===== config.mk =====
export PLATFORM = sky130hd
export DESIGN_NAME = radix2_divider
export DESIGN_NICKNAME = d
export VERILOG_FILES = /design/src/rtl/div_pkg.sv /design/src/rtl/radix2_divider.sv
export SDC_FILE = /design/constraint.sdc
export NUM_CORES = 1
export LEC_CHECK = 0
export CORE_ASPECT_RATIO = 1.75
export CORE_MARGIN = 2
export CORE_UTILIZATION = 50
export DETAILED_ROUTE_END_ITERATION = 10
export PLACE_DENSITY = 0.87
export REMOVE_ABC_BUFFERS = 1
export SLEW_MARGIN = 10
export SYNTH_ARGS = -nofsm -noshare
export SYNTH_HDL_FRONTEND = slang
export SYNTH_SLANG_ARGS = --single-unit

===== constraint.sdc =====
create_clock -name clk -period 6.6 [get_ports clk]
set_input_delay 0.66 -clock clk [delete_from_list [all_inputs] [get_ports clk]]
set_output_delay 0.66 -clock clk [all_outputs]
set_load 0.005 [all_outputs]

===== src/rtl/div_pkg.sv =====
// Shared types, constants and the sign helper for the radix-2 divider.
package div_pkg;

  localparam int DIV_WIDTH = 64;
  localparam int DIV_CNT_W = 7;

  typedef enum logic [1:0] {
    IDLE = 2'd0,
    CALC = 2'd1,
    DONE = 2'd2
  } state_t;

  // Two's-complement negate when en is set, pass-through otherwise.
  // Used both for taking magnitudes on accept and for sign correction.
  function automatic logic [DIV_WIDTH-1:0] neg_if(input logic [DIV_WIDTH-1:0] x,
                                                  input logic                 en);
    return en ? (~x + DIV_WIDTH'(1)) : x;
  endfunction

endpackage


===== src/rtl/radix2_divider.sv =====
// Multi-cycle restoring shift-subtract divider, one quotient bit per cycle.
//
// Handshake: a request is accepted on a rising edge where div_valid=1,
// div_ready=1 (IDLE only) and flush=0; operands and div_signed are sampled
// on that edge. out_valid is a one-cycle pulse; quotient/remainder are
// registered and hold their value until the next result is loaded, so the
// requester may read them any time after the pulse.
//
// Timing: the result registers and out_valid are loaded on the edge that
// enters DONE, so out_valid is high for the whole DONE cycle. A normal
// divide spends WIDTH cycles in CALC; divide-by-zero skips CALC entirely.
module radix2_divider
  import div_pkg::*;
#(
  parameter int WIDTH = DIV_WIDTH,
  parameter int CNT_W = DIV_CNT_W
) (
  input  logic             clk,
  input  logic             rst,
  input  logic [WIDTH-1:0] dividend,
  input  logic [WIDTH-1:0] divisor,
  input  logic             div_valid,
  input  logic             div_signed,
  input  logic             flush,
  output logic             div_ready,
  output logic             out_valid,
  output logic [WIDTH-1:0] quotient,
  output logic [WIDTH-1:0] remainder,
  output logic [1:0]       state_dbg_o
);

  state_t           state_q;
  logic [CNT_W-1:0] cnt_q;
  logic [WIDTH-1:0] rem_q;
  logic [WIDTH-1:0] quo_q;
  logic [WIDTH-1:0] dvs_q;
  logic             sign_q_q;
  logic             sign_r_q;
  logic             out_valid_q;
  logic [WIDTH-1:0] quotient_q;
  logic [WIDTH-1:0] remainder_q;

  logic             accept;
  logic             dvd_neg;
  logic             dvs_neg;
  logic [WIDTH:0]   rem_sh;
  logic [WIDTH-1:0] quo_sh;
  logic [WIDTH:0]   diff;
  logic [WIDTH-1:0] rem_d;
  logic [WIDTH-1:0] quo_d;
  logic [WIDTH-1:0] res_quo;
  logic [WIDTH-1:0] res_rem;

  assign accept      = div_valid && (state_q == IDLE) && !flush;
  assign dvd_neg     = div_signed & dividend[WIDTH-1];
  assign dvs_neg     = div_signed & divisor[WIDTH-1];
  assign div_ready   = (state_q == IDLE);
  assign out_valid   = out_valid_q;
  assign quotient    = quotient_q;
  assign remainder   = remainder_q;
  assign state_dbg_o = state_q;

  // One restoring iteration: shift {rem,quo} left, trial-subtract the divisor
  // magnitude and keep the difference when it does not go negative.
  always_comb begin
    rem_sh = {rem_q, quo_q[WIDTH-1]};
    quo_sh = {quo_q[WIDTH-2:0], 1'b0};
    diff   = rem_sh - {1'b0, dvs_q};
    rem_d  = rem_sh[WIDTH-1:0];
    quo_d  = quo_sh;
    if (!diff[WIDTH]) begin
      rem_d = diff[WIDTH-1:0];
      quo_d = quo_sh | WIDTH'(1);
    end
    res_quo = neg_if(quo_d, sign_q_q);
    res_rem = neg_if(rem_d, sign_r_q);
  end

  // Control FSM plus datapath registers; out_valid and results are registered.
  always_ff @(posedge clk) begin
    if (rst) begin
      state_q     <= IDLE;
      cnt_q       <= '0;
      rem_q       <= '0;
      quo_q       <= '0;
      dvs_q       <= '0;
      sign_q_q    <= 1'b0;
      sign_r_q    <= 1'b0;
      out_valid_q <= 1'b0;
      quotient_q  <= '0;
      remainder_q <= '0;
    end else begin
      out_valid_q <= 1'b0;
      case (state_q)
        IDLE: begin
          if (accept) begin
            sign_q_q <= dvd_neg ^ dvs_neg;
            sign_r_q <= dvd_neg;
            if (divisor == '0) begin
              // Divide by zero: quotient all ones, remainder is the raw dividend.
              state_q     <= DONE;
              out_valid_q <= 1'b1;
              quotient_q  <= '1;
              remainder_q <= dividend;
            end else begin
              state_q <= CALC;
              cnt_q   <= '0;
              rem_q   <= '0;
              quo_q   <= neg_if(dividend, dvd_neg);
              dvs_q   <= neg_if(divisor, dvs_neg);
            end
          end
        end
        CALC: begin
          if (flush) begin
            state_q <= IDLE;
          end else begin
            rem_q <= rem_d;
            quo_q <= quo_d;
            cnt_q <= cnt_q + CNT_W'(1);
            if (cnt_q == CNT_W'(WIDTH - 1)) begin
              state_q     <= DONE;
              out_valid_q <= 1'b1;
              quotient_q  <= res_quo;
              remainder_q <= res_rem;
            end
          end
        end
        DONE: begin
          state_q <= IDLE;
        end
        default: begin
          state_q <= IDLE;
        end
      endcase
    end
  end

endmodule


==> results_dict.tcl, run 1 <==
set metrics [dict create \
    outcome "complete, no violations" \
    crit_fanout 12 \
    n_fill_cell 4577 \
    gp_congestion 0.983 \
    synth-seq-area-share 0.270 \
    netlist_area_sq_um 24600 \
    seq_power_share 0.383 \
    grt_pass1_vias 25300 \
    irDropWorstVdd_mv 0.204 \
    clock.fmax_mhz 161 \
    route.vias.total 26700 \
    ctsHoldBuffers 0 \
    ys_types 84 \
    numCtsBuffers 31 \
    nets 3715 \
    core.rowCount 107 \
    via_per_inst 6.36 \
    dpl.hpwl_um 69800 \
    slew_headroom 0.166 \
    placed_cell_area_sq_um 27700 \
    p_int_mw 3.73 \
    cts_resized 0 \
    setup_viol 0 \
    syn_inst 3393 \
    start_util 0.506 \
    wl_per_cell_um 21.7 \
    finalPower_mw 5.58 \
    critPathCaptureType "flip-flop" \
    slew_viol_final 0 \
    synth_area_leaders "dfxtp_1 (27%), nor2_1 (7.4%), a21oi_1 (5.8%), xor2_1 (5.6%), a211oi_1 (4.9%)" \
    dieHeight_um 297 \
    drt-pass1-iter-count 6 \
    clock_skew_ns 0.0130 \
    start_kind "flip-flop" \
    synth_top_area_share 0.270 \
    min_period_over_period 0.942 \
    crit_required_ns 7.10 \
    dieWidth_um 172 \
    syn_to_final_growth_pct 17.3 \
    clockRootBuffer "clkbuf_16" \
    grt_usage 0.347 \
    crit_chain "inv_1 > ha_1 > fa_1 > nor2b_1 > o31a_1 > o21ai_1 > a21bo_2 > a21oi_2 > o21a_1 > nor2_4 > inv_4 > ha_1 > nand2b_1 > or4_1 > or4_4 > or3_1 > or4_4 > inv_2 > nand3_2 > or3_4 > or2_4 > o31ai_4 > xor2_1 > a211oi_1" \
    cp_num_buf_inv 3 \
    grt_pass1_wl_um 140000 \
    p_clk_frac 0.363 \
    drv_cap 0 \
    leakage_nw 10.7 \
    design_area_sq_um 28800 \
    synthArstFlopShare 0 \
    worstSetupPathType "reg2reg" \
    max_stage_delay_ns 0.50 \
    cts_buffer_depth 3 \
    dieArea_sq_um 51000 \
    grt_max_degree 166 \
    io_buffers 264 \
    drt_iter0_drc 2890 \
    power_density_nw_per_um2 193 \
    htreeDepth 1 \
    ys_seq_elements 332 \
    yosys.area.top_type "dfxtp_1" \
    finalHoldWorstSlack_ns 0.458 \
    switching_share 0.332 \
    finalHoldViolations 0 \
    synth_top_flop_cell "dfxtp_1" \
    core_area_sq_um 48600 \
    synth.avg_cell_area_sq_um 7.25 \
    drt_wl_total_um 91000 \
    synth_top_cells_by_count "nor2_1 (487), dfxtp_1 (332), nand2_1 (319)" \
    synth-edff-count 0 \
    clock_sinks 332 \
    cpMaxStageDelayCell "or4_4" \
    antenna_found_initial 4 \
    switching_power_mw 1.85 \
    cts_tree "yes" \
    rsz0062_at_grt "no" \
    tightest_slew_ns 1.23 \
    ios 265 \
    yosys_warnings 0 \
    hp-class "reg2reg" \
    drc_errors 0 \
    ant_nets 0 \
    drive_gt1_frac 0.0506 \
    cp.arrival_ns 6.72 \
    period_minus_slack_ns 6.22 \
    comb_power_share 0.254 \
    clk_latency_ns 0.60 \
    clk_pin_slew_ns 0.07 \
    path_delay_family "simple AND/OR/NAND/NOR gates" \
    post-cts-setup-buffers 0 \
    synth.most_common_cell "nor2_1" \
    overflow 0 \
]
per-stage QoR:
| step | std cells | TNS (ns) | utilization | worst slack (ns) |
|---|---|---|---|---|
| 2_1_floorplan | 3158 | -839.76 | - | -7.07 |
| 3_3_place_gp | 4133 | 0 | 0.570 | 0.400 |
| 3_5_place_dp | 4133 | 0 | 0.570 | 0.172 |
| 4_1_cts | 4190 | 0 | 0.593 | 0.147 |
| 5_1_grt | 4194 | 0 | 0.593 | 0.0327 |
| 6_report | 4194 | 0 | 0.593 | 0.383 |
final cells by class:
cell class	instances	area [sq um]	share of cell area
inverter	99	374	0.0130
timing repair buffer	321	3130	0.108
sequential	332	6650	0.231
antenna	4	10.0	0.000347
tap	654	818	0.0284
clock inverter	19	287	0.00994
multi-input combinational	2727	16700	0.581
clock buffer	38	832	0.0289
flip-flops by register name, indices dropped and copies added, names as in the netlist:
name,count
quo_q,64
out_valid,1
quotient,64
cnt_q,7
sign_q_q,1
remainder,64
state_dbg_o,2
rem_q,64
sign_r_q,1
dvs_q,64
worst register-to-register path: cells and delay by family (launching register included):
kind            cells  cell delay (ns)
buf+inv             3             0.32
compound gates      7             1.55
flops               1             0.38
xor+xnor            1             0.09
simple gates       10             2.86
fa+ha+maj           3             0.88
path summary, 6_finish.rpt:
kind,startpoint,endpoint,slack (ns),cells past startpoint
max,quo_q[63]$_SDFFE_PP0P_,quotient[56]$_SDFFE_PP0P_,0.38,24
min,dvs_q[54]$_SDFFE_PP0P_,dvs_q[54]$_SDFFE_PP0P_,0.46,2
max reg2reg,quo_q[63]$_SDFFE_PP0P_,quotient[56]$_SDFFE_PP0P_,0.38,24
min reg2reg,dvs_q[54]$_SDFFE_PP0P_,dvs_q[54]$_SDFFE_PP0P_,0.46,2
power by group through the flow:
stage,sequential (mW),clock [mW],combinational [mW]
floorplan,2.17,0,0.872
global placement,2.18,0,1.37
detailed placement,2.18,0,1.37
CTS,2.14,2.03,1.38
global route,2.15,2.11,1.54
finish,2.14,2.03,1.42
layout by cell type (no fill, tap or decap), types with 15 or more instances in the layout:
cell type	n
o211ai_1	36
inv_1	97
nor2b_1	27
a211oi_1	162
xor2_1	157
o22ai_1	17
nand4_1	52
mux2i_1	33
or3_1	46
nand3_1	64
ha_1	69
clkbuf_16	31
dfxtp_1	331
and4_1	15
nor3_1	74
nor4_1	46
and3_1	28
or4_1	25
nor2_1	482
nand2_1	318
a31oi_1	30
o41ai_1	28
a21oi_1	286
o21ai_0	207
a22oi_1	44
a21o_1	27
a311oi_1	44
clkdlybuf4s50_1	263
o31ai_1	63
xnor2_1	104
and2_1	22
buf_4	53
per-layer routing:
| layer | part of all wire | vias up | track usage |
|---|---|---|---|
| met5 | 0 | - | 0 |
| met4 | 0.082 | 0 | 0.251 |
| met3 | 0.064 | 367 | 0.0311 |
| met2 | 0.48 | 1294 | 0.585 |
| met1 | 0.37 | 12400 | 0.405 |
| li1 | - | 12700 | - |
cells by family after synthesis:
logic type | count (synthesis) | share of synthesized area
adder cells (fa/ha/maj) | 70 | 0.0359
XOR/XNOR | 261 | 0.0930
flip-flops | 332 | 0.270
AO/OA/AOI/OAI | 1080 | 0.288
multiplexers | 47 | 0.0198
AND/OR/NAND/NOR | 1269 | 0.240
buffers and inverters | 334 | 0.0525
Note: power is estimated with default switching activity, not from simulation.
==> run 2, diff against run 1 <==
- HOLD_SLACK_MARGIN: default -> 0.05
==> results of run 2 <==
Same layout as run 1: the final DEF is identical, and so are final timing and power.
